File: src/rtl/pipe_pkg.sv
// Shared types for the pipelined MIPS datapath stage registers: occupancy state,
// default widths and the control-bundle bit layout every stage indexes.
package pipe_pkg;

  typedef enum logic [1:0] {
    EMPTY = 2'd0,
    ONE   = 2'd1,
    TWO   = 2'd2
  } pipe_state_t;

  localparam int PIPE_DATA_W   = 32;
  localparam int PIPE_REG_W    = 5;
  localparam int PIPE_NUM_DATA = 3;

  // Control bundle layout, MSB first; reg_write is bit 7, branch is bit 0.
  typedef struct packed {
    logic reg_write;
    logic mem_to_reg;
    logic mem_read;
    logic mem_write;
    logic pc_src;
    logic alu_src;
    logic reg_dst;
    logic branch;
  } mips_ctrl_t;

  localparam int PIPE_CTRL_W = $bits(mips_ctrl_t);

  function automatic logic ctrl_has_side_effect(input mips_ctrl_t c);
    return c.reg_write | c.mem_write;
  endfunction

endpackage

File: src/rtl/pipe_stage_perf.sv
// Saturating stall / flush event counters for a pipeline stage register.
// Only instantiated when PIPE_STAGE_PERF_EN is defined.
module pipe_stage_perf (
  input  logic        clk,
  input  logic        rst,
  input  logic        stall_evt,
  input  logic        flush_evt,
  output logic [31:0] stall_cnt,
  output logic [31:0] flush_cnt
);

  always_ff @(posedge clk or posedge rst) begin
    if (rst) begin
      stall_cnt <= '0;
      flush_cnt <= '0;
    end else begin
      if (stall_evt && (stall_cnt != 32'hFFFF_FFFF)) begin
        stall_cnt <= stall_cnt + 32'd1;
      end
      if (flush_evt && (flush_cnt != 32'hFFFF_FFFF)) begin
        flush_cnt <= flush_cnt + 32'd1;
      end
    end
  end

endmodule

File: src/rtl/pipe_stage_reg.sv
// Generic flushable pipeline stage register with a 2-entry skid buffer and
// control gating. Define PIPE_STAGE_PERF_EN to add stall_cnt / flush_cnt ports.
module pipe_stage_reg
  import pipe_pkg::*;
#(
  parameter int DATA_W   = PIPE_DATA_W,
  parameter int NUM_DATA = PIPE_NUM_DATA,
  parameter int CTRL_W   = PIPE_CTRL_W,
  parameter int REG_W    = PIPE_REG_W
) (
  input  logic                       clk,
  input  logic                       rst,
  input  logic                       flush,
  input  logic                       in_valid,
  output logic                       in_ready,
  input  logic [CTRL_W-1:0]          in_ctrl,
  input  logic [NUM_DATA*DATA_W-1:0] in_data,
  input  logic [REG_W-1:0]           in_rd,
  output logic                       out_valid,
  input  logic                       out_ready,
  output logic [CTRL_W-1:0]          out_ctrl,
  output logic [NUM_DATA*DATA_W-1:0] out_data,
  output logic [REG_W-1:0]           out_rd,
  output pipe_state_t                dbg_state
`ifdef PIPE_STAGE_PERF_EN
  ,
  output logic [31:0]                stall_cnt,
  output logic [31:0]                flush_cnt
`endif
);

  // Handshake: a transfer happens on a rising edge where valid & ready are both
  // high; once valid is raised, the payload holds until that edge. in_ready and
  // out_valid are pure flops, so no ready path crosses the stage combinationally.

  pipe_state_t                 state;
  logic                        ready_q;
  logic                        valid_q;

  logic [CTRL_W-1:0]           main_ctrl;
  logic [NUM_DATA*DATA_W-1:0]  main_data;
  logic [REG_W-1:0]            main_rd;
  logic [CTRL_W-1:0]           skid_ctrl;
  logic [NUM_DATA*DATA_W-1:0]  skid_data;
  logic [REG_W-1:0]            skid_rd;

  logic acc;
  logic pop;

  assign acc = in_valid & ready_q;
  assign pop = valid_q & out_ready;

  always_ff @(posedge clk or posedge rst) begin
    if (rst) begin
      state     <= EMPTY;
      ready_q   <= 1'b1;
      valid_q   <= 1'b0;
      main_ctrl <= '0;
      main_data <= '0;
      main_rd   <= '0;
      skid_ctrl <= '0;
      skid_data <= '0;
      skid_rd   <= '0;
    end else if (flush) begin
      // Payload registers keep stale contents; the ctrl gate hides them.
      state   <= EMPTY;
      ready_q <= 1'b1;
      valid_q <= 1'b0;
    end else begin
      case (state)
        EMPTY: begin
          if (acc) begin
            main_ctrl <= in_ctrl;
            main_data <= in_data;
            main_rd   <= in_rd;
            state     <= ONE;
            valid_q   <= 1'b1;
          end
        end
        ONE: begin
          if (pop && acc) begin
            main_ctrl <= in_ctrl;
            main_data <= in_data;
            main_rd   <= in_rd;
          end else if (pop) begin
            state   <= EMPTY;
            valid_q <= 1'b0;
          end else if (acc) begin
            // The younger entry parks in the skid slot; stop accepting.
            skid_ctrl <= in_ctrl;
            skid_data <= in_data;
            skid_rd   <= in_rd;
            state     <= TWO;
            ready_q   <= 1'b0;
          end
        end
        TWO: begin
          if (pop) begin
            main_ctrl <= skid_ctrl;
            main_data <= skid_data;
            main_rd   <= skid_rd;
            state     <= ONE;
            ready_q   <= 1'b1;
          end
        end
        default: begin
          state   <= EMPTY;
          ready_q <= 1'b1;
          valid_q <= 1'b0;
        end
      endcase
    end
  end

  assign in_ready  = ready_q;
  assign out_valid = valid_q;
  assign out_ctrl  = main_ctrl & {CTRL_W{valid_q}};
  assign out_data  = main_data;
  assign out_rd    = main_rd;
  assign dbg_state = state;

`ifdef PIPE_STAGE_PERF_EN
  pipe_stage_perf u_perf (
    .clk       (clk),
    .rst       (rst),
    .stall_evt (valid_q & ~out_ready),
    .flush_evt (flush & (state != EMPTY)),
    .stall_cnt (stall_cnt),
    .flush_cnt (flush_cnt)
  );
`endif

endmodule

File: config.mk
export PLATFORM = sky130hd
export DESIGN_NAME = pipe_stage_reg
export DESIGN_NICKNAME = d
export VERILOG_FILES = /design/src/rtl/pipe_pkg.sv /design/src/rtl/pipe_stage_perf.sv /design/src/rtl/pipe_stage_reg.sv
export SDC_FILE = /design/constraint.sdc
export NUM_CORES = 1
export LEC_CHECK = 0
export CORE_MARGIN = 3
export CORE_UTILIZATION = 52
export DETAILED_ROUTE_END_ITERATION = 16
export PLACE_DENSITY_LB_ADDON = 0.05
export SETUP_SLACK_MARGIN = 0.02
export SYNTH_ARGS = -nofsm -noshare
export SYNTH_HDL_FRONTEND = slang
export SYNTH_SLANG_ARGS = --single-unit
File: constraint.sdc
create_clock -name clk -period 10.4 [get_ports clk]
set_input_delay 2.08 -clock clk [delete_from_list [all_inputs] [get_ports clk]]
set_output_delay 2.08 -clock clk [all_outputs]
set_load 0.02 [all_outputs]
# Word-level counts from Yosys, hierarchy flattened
# Index checks and enable logic that the tools add are counted.
[classes]
eq_ne = 14
shifts = 0
reduce_logical = 8
n_div = 0
mul = 0
n_bitwise = 6
muxes = 30
n_lt_le_gt_ge = 0
add_sub_neg = 0
[op_table]
columns = ["cell", "n"]
rows = [
  ["two-way mux 96 bit", 3],
  ["case mux 96 bit (3 select lines)", 1],
  ["two-way mux 8 bit", 3],
  ["case mux 8 bit (3 select lines)", 1],
  ["!= test 3 bit (second input constant)", 6],
  ["two-way mux 5 bit", 3],
  ["case mux 5 bit (3 select lines)", 1],
  ["AND reduction 5 bit", 3],
  ["two-way mux 2 bit", 6],
  ["!= test 2 bit (second input constant)", 5],
  ["two-way mux 1 bit", 9],
  ["bitwise AND 8 bit", 1],
  ["AND reduction 4 bit", 2],
  ["case mux 1 bit (3 select lines)", 2],
  ["case mux 2 bit (3 select lines)", 1],
  ["!= test 4 bit (second input constant)", 1],
  ["NOT 1 bit", 3],
  ["nonzero test 3 bit", 1],
  ["bitwise AND 1 bit", 2],
  ["== test 2 x 1 -> 1 bit (second input constant)", 1],
  ["== test 2 bit (second input constant)", 1],
  ["logical NOT 2 bit", 1],
  ["logical AND 1 bit", 1],
]
[word_totals]
romBits = 0
ramBits = 0
out_inout_bits = 113
elab_cells = 67
input_bits = 114
regBits = 222
latchBits = 0
n_memories = 0

# Logic depth before layout (Yosys ltp)
# Gate-level depths: netlist of the first run.
[logic_depth]
depth_word = 6
mapped_depth = 7
mapped_depth_nobuf = 3

# Worst setup path before layout of the first run
# No wires, ideal clock.
[synth_timing]
path_kind = "input to register"
startpoint = "in flush"
endpoint = "reg main_ctrl[1]"
path_buffers = 4
arrival_time_ns = 3.185
setup_time_ns = 0.087
setup_slack_ns = 7.128
cell_stages = 7
t_required_ns = 10.313
cell_sequence = "buf_2 and3b_1 buf_2 buf_2 buf_2 a21oi_1 a22oi_1"
[synth_via]
elab_chain_len = 2
[synth_rtl]
columns = ["element", "line", "text"]
rows = [
  ["start, declared", "pipe_stage_reg.sv:13", "input logic flush,"],
  ["NOT 1 bit (no line)", "n/a", ""],
  ["AND reduction 5 bit (no line)", "n/a", ""],
  ["end signal, assigned", "pipe_stage_reg.sv:73", "main_ctrl <= in_ctrl;"],
  ["end signal, assigned", "pipe_stage_reg.sv:82", "main_ctrl <= in_ctrl;"],
  ["end signal, assigned", "pipe_stage_reg.sv:99", "main_ctrl <= skid_ctrl;"],
  ["end, declared", "pipe_stage_reg.sv:40", "logic [CTRL_W-1:0] main_ctrl;"],
]
# Every way passes these cells.
# A chain may end at the register's enable or synchronous reset.

# Final worst setup path of the first run
[layout_timing]
startpoint = "in in_valid"
endpoint = "reg skid_data[2]"
[layout_via]
elab_chain_len = 4
[layout_rtl]
columns = ["element", "line", "text"]
rows = [
  ["start, declared", "pipe_stage_reg.sv:14", "input logic in_valid,"],
  ["bitwise AND 1 bit *", "pipe_stage_reg.sv:50", "assign acc = in_valid & ready_q;"],
  ["logical AND 1 bit", "pipe_stage_reg.sv:81", "if (pop && acc) begin"],
  ["NOT 1 bit (no line)", "n/a", ""],
  ["AND reduction 5 bit (no line) *", "n/a", ""],
  ["end signal, assigned", "pipe_stage_reg.sv:91", "skid_data <= in_data;"],
  ["end, declared", "pipe_stage_reg.sv:44", "logic [NUM_DATA*DATA_W-1:0] skid_data;"],
]
# Every way passes the cells marked *; elsewhere a longest branch is shown, timed or not.

==> flow_results.org, run 1 <==
** Worst setup path
- Delay of the slowest cell on the worst path :: approximately 0.94 ns
- Req. time, crit path :: approximately 11 ns
- The most critical setup path has its startpoint at in_valid.
- The worst setup path is launched from an input pin.
- The critical path in this run is classified as input pin to flop.
- The number of buffers and inverters on the critical path is 2.
- Type of element capturing the critical path :: flop
- Cell type group with the largest total delay on the critical path :: buffers and inverters
- STA puts the critical path data arrival time at slightly below 5 ns.
- The startpoint identified for the worst register-to-register timing path is dbg_state[0].
- Crit-path slowest cell :: sky130_fd_sc_hd__buf_4
- Cell chain of the critical path :: clkdlybuf4s50_1 -> and3b_4 -> nand3_4 -> buf_4 -> mux2_2
- Peak fanout along the critical path :: 78

** Power and ir drop
- The completed layout was analyzed and its total power is approximately 0.004 W.
- Relative contribution of combinational cells to total power :: about two fifths
- Switching share of total power :: about a third
- Internal power comes to roughly 0.0026 W.
- The share of total power dissipated in the clock network is 21.3%.
- PD cells :: 285 mW/mm²
- IR analysis of the VDD net gives a maximum drop of 0.000174 V.
- Net switching component of the power :: about 0.0013 W
- Standby leakage power :: 5.89 nW
- Sequential cells burn slightly below 40% of the power.

** Job
- Max-cap violations in this run came to 0.

** Global route
- GRT Util Overall :: between 20% and 30%
- The number of global-route vias before repair came to a little over 8k.
- Antenna violations before repair :: 2
- Entering global routing, the biggest net connects about 150 pins.
- The first global-routing pass estimated 45.0 mm of wire.
- GRT Residual Overflow :: 0

** Final layout
- Post-Route Utilization :: between 60% and 70%
- Area occupied by registers :: 0.00556 mm²
- Area growth, synth to finish :: 28.1%
- The filler cells instantiated in the layout total between 1.5k and 2k.
- The finished layout holds approximately 1.3k standard cells, fillers aside.
- Total area of multi-input combinational cells :: ~0.0047 mm²
- Antenna cells :: 0
- # nets final :: 1,180
- In the final layout, the share of cells above drive strength 1 is about 16%.

** Route
- Wire length reported by the detailed router :: 28.3 mm
- The first detailed-routing pass ran for 4 iterations.
- Routed via count :: about 8.1k
- Drc violations :: 0
- WL/cell :: 21.0 µm
- Number of routed nets with antenna violations :: 0
- In this run, the number of DRC markers left after iteration 0 of detailed routing was 593.
- In the routed layout, each cell is associated on average with a via count of between 6 and 7.

** Yosys
- The synthesized netlist contains 30 unique library cells.
- Cell Area, Synth :: ~0.011 mm²
- sky130_fd_sc_hd__dfrtp_1 takes more of the synthesized area than any other cell.
- Proportion of netlist area held by the largest area contributor :: around 52%
- After synthesis, flip-flops and latches occupy about half of the total area.
- Yosys mapped a number of flops with a built-in enable equal to 0.
- For this run, the number of Yosys warnings is 0.
- Prevailing post-synth register cell :: sky130_fd_sc_hd__dfrtp_1
- Cell types occupying the most area after synthesis :: sky130_fd_sc_hd__dfrtp_1 (52%), sky130_fd_sc_hd__mux2_2 (11%), sky130_fd_sc_hd__and3b_1 (9.2%)
- Counting every net in the synthesized netlist gives slightly above 1k.
- After synthesis, the mean cell area works out to around 12 µm².
- In this run, synthesis produced a sequential element count of roughly 220.
- Fraction of synthesis flops using an asynchronous set or reset pin :: 100%
- After technology mapping, the gate count stands at 914.

** Clock tree
- CTS HTree Levels :: 1
- The number of hold buffers added after CTS was 0.
- Clock insertion delay at the later pin of the skew report :: approximately 0.51 ns
- Maximum buffer depth of the clock tree :: 3
- CTS Buf Count :: 24
- Clock transition at the register clock pins on the worst setup and hold paths after CTS :: 0.06 ns
- Post-CTS Setup Bufs :: 0
- Once the clock tree was built, the resizer swapped 0 gates to a different size.
- CTS Sinks :: roughly 220
- The cell sitting at the root of the clock tree is a sky130_fd_sc_hd__clkbuf_16.
- TritonCTS clock tree :: built

** Timing
- Hold Violations, Final :: 0
- Clock tree skew after final layout :: between 0.01 and 0.015 ns
- Final worst-path cycle share :: between 40% and 50%
- Setup repair after global routing left no endpoint under its margin.
- Tmin final :: approximately 4.4 ns
- Worst slew pin tran :: approximately 1.1 ns
- Headroom to the max-slew limit came out at 24.5%.
- Adding up every negative setup slack in the final design gives 0 ns.
- Achievable frequency :: about 230 MHz
- Worst Hold Slack :: slightly below 0.5 ns
- Setup violations remaining at the end of the flow were counted as 0.
- The max-slew violation count came to 0.

** Place
- The count of buffers added on input and output ports is about 230.
- The congestion estimate from routability-driven global placement came to between 0.7 and 0.8.
- Instance count after placement with tap cells included :: between 1k and 1.5k
- Once detailed placement completed, the half-perimeter wirelength came to 16.0 mm.

** Worst hold path
- Launch point of the worst hold path :: skid_data[18]
- Path type of the worst min-delay path :: flop to flop

** Floorplanning
- Std-Cell Core Area :: roughly 0.020 mm²
- Number of I/O pins :: ~230
- The die covers 0.0223 mm².
- Initial Utilization :: around 54%
- Die Wd :: between 100 and 150 µm
- Die height :: ~150 µm
- Cell Rows :: 51

** Status
- The run finished with clean final reports.
## stage by stage
| step | setup WS (ns) | instance area [µm²] |
|---|---|---|
| floorplan | 2.24 | 10700 |
| finish | 5.97 | 13700 |
| CTS | 6.00 | 13700 |
| global route | 5.85 | 13700 |
| detailed placement | 5.47 | 12900 |
| global placement | 5.49 | 12900 |
## worst reg2reg max path: cells and delay by family (launching register included)
kind | cells | cell delay [ns]
flip-flops | 1 | 0.81
AO/OA/AOI/OAI | 2 | 0.78
AND/OR/NAND/NOR | 1 | 0.29
buffers and inverters | 2 | 1.38
## layout by cell type (no fill, tap or decap), types with 2 or more instances in the layout
master | netlist | final
sky130_fd_sc_hd__nand2_1 | 3 | 3
sky130_fd_sc_hd__clkdlybuf4s50_1 | 0 | 225
sky130_fd_sc_hd__and2_1 | 8 | 8
sky130_fd_sc_hd__and3b_4 | 0 | 2
sky130_fd_sc_hd__mux2_4 | 10 | 10
sky130_fd_sc_hd__clkbuf_8 | 0 | 8
sky130_fd_sc_hd__dfrtp_2 | 0 | 2
sky130_fd_sc_hd__and3b_1 | 112 | 110
sky130_fd_sc_hd__clkbuf_16 | 0 | 25
sky130_fd_sc_hd__a21oi_1 | 111 | 111
sky130_fd_sc_hd__mux2_2 | 100 | 100
sky130_fd_sc_hd__clkinv_2 | 0 | 3
sky130_fd_sc_hd__a211oi_1 | 109 | 109
sky130_fd_sc_hd__clkbuf_1 | 69 | 6
sky130_fd_sc_hd__a21o_1 | 3 | 2
sky130_fd_sc_hd__a22oi_1 | 109 | 109
sky130_fd_sc_hd__dfrtp_1 | 221 | 219
sky130_fd_sc_hd__buf_4 | 2 | 13
## cell families (layout without fill, tap and decap cells)
group           count (synthesis)  after routing  synth area share, %
compound gates                338            338                 21.2
flops                         222            222                 52.0
buf+inv                       114            282                 4.69
mux                           110            110                 11.9
simple gates                  130            130                 10.2
## power groups by stage
stage | Sequential [W] | Combinational (W) | Clock (W)
2_1_floorplan | 0.00172 | 0.000698 | 0
3_3_place_gp | 0.00153 | 0.00152 | 0
3_5_place_dp | 0.00154 | 0.00155 | 0
4_1_cts | 0.00153 | 0.00155 | 0.000846
5_1_grt | 0.00158 | 0.00165 | 0.000879
6_report | 0.00153 | 0.00154 | 0.000829
## state kept, by name, summed over array words and instances (netlist names)
register and count:
skid_ctrl 8, in_ready 1, out_rd 5, main_ctrl 8
dbg_state 2, skid_data 96, out_data 96, skid_rd 5
out_valid 1
## cell type report
type	instances	area share [%]
flip-flops and latches	222	40.6
multi-input cells	578	34.1
repair buffers	238	17.2
clock buffers	39	5.54
well taps	265	2.42
clock inverters	3	0.110
inverters	2	0.110
## path summary, 6_finish.rpt
kind / slack (ns) / cells after the start / end
min reg2reg: 0.49 / 1 / skid_data[18]
min in group asynchronous: 2.18 / 2 / skid_data[8]
max reg2reg: 6.98 / 5 / out_data[17]
max: 5.97 / 5 / skid_data[2]
max in group asynchronous: 6.57 / 3 / dbg_state[0]
min: 0.49 / 1 / skid_data[18]
## Yosys cell counts, types with 3 or more instances
library cell                 n
sky130_fd_sc_hd__mux2_4     10
sky130_fd_sc_hd__mux2_2    100
sky130_fd_sc_hd__and2_1      8
sky130_fd_sc_hd__a211oi_1  109
sky130_fd_sc_hd__clkbuf_1   69
sky130_fd_sc_hd__a22oi_1   109
sky130_fd_sc_hd__and3b_1   112
sky130_fd_sc_hd__a21o_1      3
sky130_fd_sc_hd__buf_1       3
sky130_fd_sc_hd__buf_2      35
sky130_fd_sc_hd__dfrtp_1   221
sky130_fd_sc_hd__a21oi_1   111
sky130_fd_sc_hd__nand2_1     3
sky130_fd_sc_hd__buf_6       3
## layer usage
| layer | vias up | global-route usage [%] | wire, µm |
|---|---|---|---|
| met5 | - | 0 | 32 |
| met4 | 4 | 5.68 | 486 |
| met3 | 42 | 3.83 | 1930 |
| met2 | 260 | 40.1 | 13400 |
| met1 | 4066 | 35.6 | 12500 |
| li1 | 3773 | - | - |
Power figures use the tool's default switching activity.
==> run 2, diff against run 1 <==
--- a/config.mk
+++ b/config.mk
@@ -6,7 +6,7 @@
 export NUM_CORES = 1
 export LEC_CHECK = 0
 export CORE_MARGIN = 3
-export CORE_UTILIZATION = 52
+export CORE_UTILIZATION = 47
 export DETAILED_ROUTE_END_ITERATION = 16
 export PLACE_DENSITY_LB_ADDON = 0.05
 export SETUP_SLACK_MARGIN = 0.02
==> constraint.sdc (replaced) <==
create_clock -name clk -period 3.9 [get_ports clk]
set_input_delay 0.78 -clock clk [delete_from_list [all_inputs] [get_ports clk]]
set_output_delay 0.78 -clock clk [all_outputs]
set_load 0.02 [all_outputs]
==> run 2 against run 1 <==
  * Sequential power rose to 2.6 times the previous value
  * Global-route usage down 1.2 points
  * Worst setup slack worse by 4.9 ns
  * Highest routed layer unchanged
==> flow_results.org, run 2 (same netlist as run 1, synthesis figures left out) <==
** Worst setup path
- Along the worst path, the maximum fanout reaches 14.
- The number of cells on the worst reg-to-reg path is 4.
- Data on the critical path arrives at its endpoint at around 2 ns.
- STA classifies the critical path endpoint as an output port.
- For this design, the slowest cell found on the critical path is sky130_fd_sc_hd__dfrtp_1.
- Cell chain of the critical path :: and2_1 -> clkdlybuf4s50_1
- WS Path Type :: flop to output port
- In this design, the stage delay of the slowest critical-path cell is ~0.65 ns.
- STA puts the critical path data required time at 3.12 ns.
- The worst setup path is launched from a flop.
- The worst register-to-register path ends at skid_data[68].
- The startpoint identified for the worst register-to-register timing path is dbg_state[0].
- For flop-to-flop paths, the worst setup slack is ~1.6 ns.

** Worst hold path
- Endpoint of the worst hold path :: skid_data[15]
- The tightest min-delay check is of the flop to flop type.
- In this run the most critical hold path is launched from skid_data[15].
- Number of cells on the worst hold path :: 1

** Job
- Across the run, the number of max-cap violations was 0.

** Route
- Routed via count :: 8,170
- Wires add up to ~29 mm.
- In the final routed layout, each cell accounts on average for between 20 and 25 µm.
- After the first detailed-routing iteration, the DRC count stood at 570.
- Before antenna repair, the detailed router went through 4 iterations.
- Drc violations :: 0
- Dividing the detail-routed via count by the number of cells gives about 6.
- Number of routed nets with antenna violations :: 0

** Clock tree
- CTS Sinks :: 222
- CTS HTree Levels :: 1
- Clock-pin slew was measured on the worst setup and hold paths at 0.06 ns.
- Clock tree synthesis selected as its root buffer the cell sky130_fd_sc_hd__clkbuf_16.
- In this run the deepest clock path goes through 3 buffers.
- The later pin in the worst-skew pair is clocked with a latency of about 0.51 ns.
- CTS Buf Count :: 24
- Post-CTS Setup Bufs :: 0
- Hold buffer count at CTS :: 0
- Cells resized by post-CTS repair :: 0
- TritonCTS clock tree :: built

** Global route
- Entering global routing, the biggest net connects 111 pins.
- The first global-routing pass estimated ~47 mm of wire.
- The initial antenna violation count is 3.
- Global routing consumed, over all layers together, between 20% and 30% of the routing resources.
- The number of global-route vias before repair is between 8k and 9k.
- The total overflow left after global routing is 0.

** Floorplanning
- The core region is roughly 0.022 mm².
- Cell Rows :: 54
- Initial Utilization :: 48.4%
- Die Wd :: 157 µm
- The die covers 0.0246 mm².
- Number of I/O pins :: around 230
- The die is approximately 160 µm tall.

** Place
- Final Wtd Congestion :: between 0.7 and 0.8
- After legalization and detailed placement, the total HPWL measured 16.7 mm.
- Buffers placed on the I/O ports in this run total 226.
- Summing all placed instances gives a cell area of 0.0131 mm².

** Final layout
- Fraction of final layout cells with drive strength greater than 1 :: roughly 16%
- Leaving out fill and tap cells, the most frequent cell in the layout is sky130_fd_sc_hd__clkdlybuf4s50_1.
- Post-Route Utilization :: a little over three fifths
- Commonest non-fill, non-tap cells in the layout :: sky130_fd_sc_hd__clkdlybuf4s50_1 (225), sky130_fd_sc_hd__dfrtp_1 (219), sky130_fd_sc_hd__a21oi_1 (111), sky130_fd_sc_hd__and3b_1 (110)
- Post-route design area :: roughly 0.014 mm²
- For this run, the post-layout net count is between 1k and 1.5k.
- Area growth, synth to finish :: 30.0%
- Number of filler instances in the final layout :: 1,844

** Timing
- Unrepaired setup endpoints after global routing :: no
- For the final database, setup skew stands at about 0.0082 ns.
- Setup-failing EPs final :: 0
- The number of endpoints with negative hold slack in the final report came to 0.
- After routing, the total negative slack on setup checks comes to 0 ns.
- Worst-case headroom to the max-slew limit :: a little over a third
- The max-slew violation count came to 0.
- Final worst-path cycle share :: a little under three quarters
- For the pin with the worst max-slew slack, the measured transition is 0.959 ns.
- Achievable frequency :: 358 MHz
- Tmin final :: 2.79 ns

** Power and ir drop
- PD cells :: ~760 mW/mm²
- Worst VDD drop :: 0.000355 V
- Standby leakage power :: 5.96 nW

** Status
- Run status :: finished, final reports clean
[run 2: cell types whose count changed in the layout (fill, tap and decap cells not counted), moves of 2 or more]
| cell | change |
|---|---|
| sky130_fd_sc_hd__buf_12 | +9 |
| sky130_fd_sc_hd__buf_4 | -3 |
| sky130_fd_sc_hd__clkbuf_1 | +3 |
| sky130_fd_sc_hd__diode_2 | +3 |
| sky130_fd_sc_hd__clkinv_2 | -2 |
[run 2: cell type report]
type	instances	area, µm²	share of cell area, %
repair buffers	244	2510	18.1
diodes	3	7.51	0.0540
inverters	2	11.3	0.0811
multi-input cells	578	4660	33.6
flip-flops and latches	222	5560	40.0
clock inverters	2	35.0	0.252
clock buffers	41	756	5.44
well taps	280	350	2.52
[run 2: how the worst max path moves through the flow]
stage,from,end,slack (ns),depth (start not counted)
2_1_floorplan,rst,dbg_state[0],0.22,1
3_3_place_gp,out_ready,skid_data[62],1.11,5
3_5_place_dp,in_valid,skid_data[62],1.08,5
4_1_cts,out_valid,out_ctrl[4],1.07,2
5_1_grt,out_valid,out_ctrl[3],1.01,2
6_report,out_valid,out_ctrl[4],1.11,2
[run 2: where the power goes]
group	switching [W]	total, W	internal (W)
clock network	0.000890	0.00226	0.00137
logic	0.00203	0.00417	0.00215
registers	0.000612	0.00405	0.00344
total	0.00353	0.0105	0.00696
[run 2: worst max-delay path, delay by kind of cell (launching register included)]
family	cells	cell delay [ns]
flip-flops	1	0.65
AND/OR/NAND/NOR	1	0.24
buffers and inverters	1	0.62
[run 2: per-layer routing]
metal  vias to the layer above  wire length [µm]  part of all wire [%]  GRT usage [%]
met2                       227             14200                    48           38.7
met5                         -                13                 0.044          0.794
met3                        35              1810                   6.2           4.95
met1                      4109             12900                    44           32.4
met4                         2               523                   1.8           4.88
li1                       3797                 -                     -              -
[run 2: per-stage QoR]
stage / hold WS [ns] / total power (W) / instances / setup WS (ns)
floorplan: 0.471 / 0.00644 / 914 / 0.225
global placement: 0.478 / 0.00818 / 1326 / 1.11
detailed placement: 0.485 / 0.00829 / 1326 / 1.08
CTS: 0.499 / 0.0106 / 1369 / 1.07
global route: 0.508 / 0.0111 / 1371 / 1.01
finish: 0.496 / 0.0105 / 1372 / 1.11
==> run 3, diff against run 2 <==
==> constraint.sdc (replaced) <==
create_clock -name clk -period 2.5 [get_ports clk]
set_input_delay 0.5 -clock clk [delete_from_list [all_inputs] [get_ports clk]]
set_output_delay 0.5 -clock clk [all_outputs]
set_load 0.02 [all_outputs]
==> run 3 against run 2 <==
  * Clock power rose by 66%
  * Total power rose by 59%
  * Critical path depth did not move
  * Non-clock buffer count rose by 10
  * Register-to-register slack got worse by 0.98 ns
  * First-iteration DRC count fell by 16%
  * Sequential share of layout area fell by 0.49 points
  * Combinational power rose by 59%
  * Die area did not move
  * Worst setup slack got worse by 1.0 ns
  * Clock skew rose by 0.0041 ns
  * Routed wire length rose by 2.6%
  * Largest cell class unchanged
  * Highest routed layer unchanged
==> flow_results.org, run 3 (same netlist as run 1, synthesis figures left out) <==
** Route
- Per-cell via count in the routed design :: slightly above 6
- For this block, the initial DRC count from the detailed router was a little under 500.
- For this run, design rule violations remaining after detail routing come to 0.
- Routed via count :: approximately 8.4k
- After detailed routing, the average wire length per cell comes to approximately 22 µm.
- Number of optimization iterations in the first detailed-route pass :: 4
- Wire length reported by the detailed router :: roughly 30 mm
- In this run the remaining antenna-violating nets after routing total 0.

** Timing
- Worst slew pin tran :: roughly 0.89 ns
- The smallest clock period supported by the final layout is computed as 2.39 ns.
- Worst Hold Slack :: 0.268 ns
- Final worst-path cycle share :: roughly 96%
- Setup-failing EPs final :: 0
- Clock tree skew after final layout :: roughly 0.012 ns
- The number of endpoints with negative hold slack in the final report was 0.
- Worst-case headroom to the max-slew limit :: between 40% and 50%
- Setup repair after global routing left no endpoint under its margin.
- The max-slew violation count was 0.
- For this run, the top clock speed supported by timing is roughly 420 MHz.

** Power and ir drop
- Standby leakage power :: 6.06 nW
- Across the VDD grid, the largest voltage drop is about 0.00073 V.
- Dividing total power by cell area gives a power density of approximately 1200 mW/mm².
- The completed layout was analyzed and its total power is 0.0167 W.

** Floorplanning
- Initial Utilization :: around half
- In this run the count of I/O pins placed on the die edge is 227.
- Measured along the x axis, the die boundary spans roughly 160 µm.
- Cell Rows :: 54
- The die covers around 0.025 mm².
- Die height :: roughly 160 µm
- The core region is 0.0221 mm².

** Place
- Once placement finished, the instance area stood at approximately 0.013 mm².
- Once detailed placement completed, the half-perimeter wirelength came to ~17 mm.
- Once placement completed, the tool counted placed cells totaling approximately 1.3k.
- Final Wtd Congestion :: roughly 0.75
- Port buffering added ~230 buffers.

** Worst setup path
- The worst register-to-register path begins at in_ready.
- Measured in cells, the most critical reg-to-reg path has a length of 4.
- Req. time, crit path :: approximately 2 ns
- The worst setup path is of the flop to output port kind.
- Critical Path Start Type :: flop
- Register-to-register path setup slack :: 0.65 ns
- The endpoint identified for the worst register-to-register timing path is out_data[15].
- At the worst endpoint, the arrival time is around 1.9 ns.
- The worst setup path is captured at an output port.
- Launch point of the critical path :: out_valid
- Of all nets on the critical path, the largest fanout is 14.
- In this run the worst setup path terminates at out_ctrl[3].

** Final layout
- Filler-free cell count of the finished design :: about 1.4k
- Most frequent standard cell in the layout excluding fill and tap cells :: sky130_fd_sc_hd__clkdlybuf4s50_1
- Post-Route Utilization :: 63.7%
- Area growth, synth to finish :: 31.6%
- Post-route design area :: ~0.014 mm²
- Commonest non-fill, non-tap cells in the layout :: sky130_fd_sc_hd__clkdlybuf4s50_1 (225), sky130_fd_sc_hd__dfrtp_1 (218), sky130_fd_sc_hd__a21oi_1 (111), sky130_fd_sc_hd__and3b_1 (110)
- Cells with a size suffix above 1 make up 17.3% of the layout.
- The layout has between 1.5k and 2k filler cells.
- # nets final :: between 1k and 1.5k

** Job
- Max-cap violations in this run came to 0.

** Global route
- For this run the aggregate overflow at the end of global routing stands at 0.
- The first global-routing pass estimated 48.3 mm of wire.
- Pin count of the biggest net entering global routing :: roughly 110
- The number of global-route vias before repair came to roughly 8.6k.
- GRT Util Overall :: 24.2%
- Antenna violations before repair :: 3

** Clock tree
- The clock net in this run drives a total of between 200 and 250 sinks.
- The number of setup buffers added after CTS is 0.
- TritonCTS built the clock tree.
- Maximum buffer depth of the clock tree :: 3
- Clock transition at the register clock pins on the worst setup and hold paths after CTS :: 0.06 ns
- CTS Buf Count :: 26
- Clock Tree Root :: sky130_fd_sc_hd__clkbuf_16
- In this run the number of H-tree levels came out at 1.
- Clock insertion delay at the later pin of the skew report :: about 0.5 ns

** Status
- The run finished with clean final reports.

** Worst hold path
- Path type of the worst min-delay path :: input pin to flop
## run 3: critical path, stage by stage, from the launching register on
cell	delay, ns
sky130_fd_sc_hd__dfrtp_2	0.52
sky130_fd_sc_hd__and2_1	0.23
sky130_fd_sc_hd__clkdlybuf4s50_1	0.63
## run 3: cell type report
class	instances	area (µm²)	area share (%)
repair buffers	254	2620	18.6
inverters	2	11.3	0.0801
flip-flops and latches	222	5560	39.5
diodes	2	5.00	0.0356
well taps	280	350	2.49
clock inverters	6	58.8	0.418
multi-input cells	578	4660	33.2
clock buffers	40	795	5.65
## run 3: metrics by stage
stage	setup TNS (ns)	setup slack (ns)
2_1_floorplan	-197.99	-0.895
3_3_place_gp	0	0.270
3_5_place_dp	0	0.206
4_1_cts	0	0.0860
5_1_grt	0	0.0574
6_report	0	0.108
## run 3: where the power goes
group          leakage (nW)  switching, W  internal (W)  total [W]
Clock                 0.424       0.00147       0.00228    0.00375
Combinational          3.08       0.00322       0.00341    0.00662
Sequential             2.55      0.000962       0.00537    0.00633
Total                  6.06       0.00565        0.0111     0.0167
## run 3: worst min-delay path by stage
stage,to,slack [ns],depth (start not counted),from
after detailed placement,skid_ctrl[6],0.49,1,skid_ctrl[6]
after CTS,out_valid,0.25,2,flush
after global routing,out_valid,0.26,2,flush
after floorplan,skid_data[51],0.47,1,skid_data[51]
after global placement,skid_data[59],0.48,1,skid_data[59]
final,out_valid,0.27,2,flush
## run 3: repair_timing
item / in CTS / in global routing
hold buffers: 0 / 0
setup endpoints to repair: 6 / 0
resized for setup: 1 / 0
## run 3: layer usage
layer	global-route usage (%)	vias up	share of wire, %
li1	-	3825	-
met1	34.1	4278	43
met2	38.8	266	48
met3	4.51	39	6.1
met4	6.17	4	2.0
met5	0	-	0.089
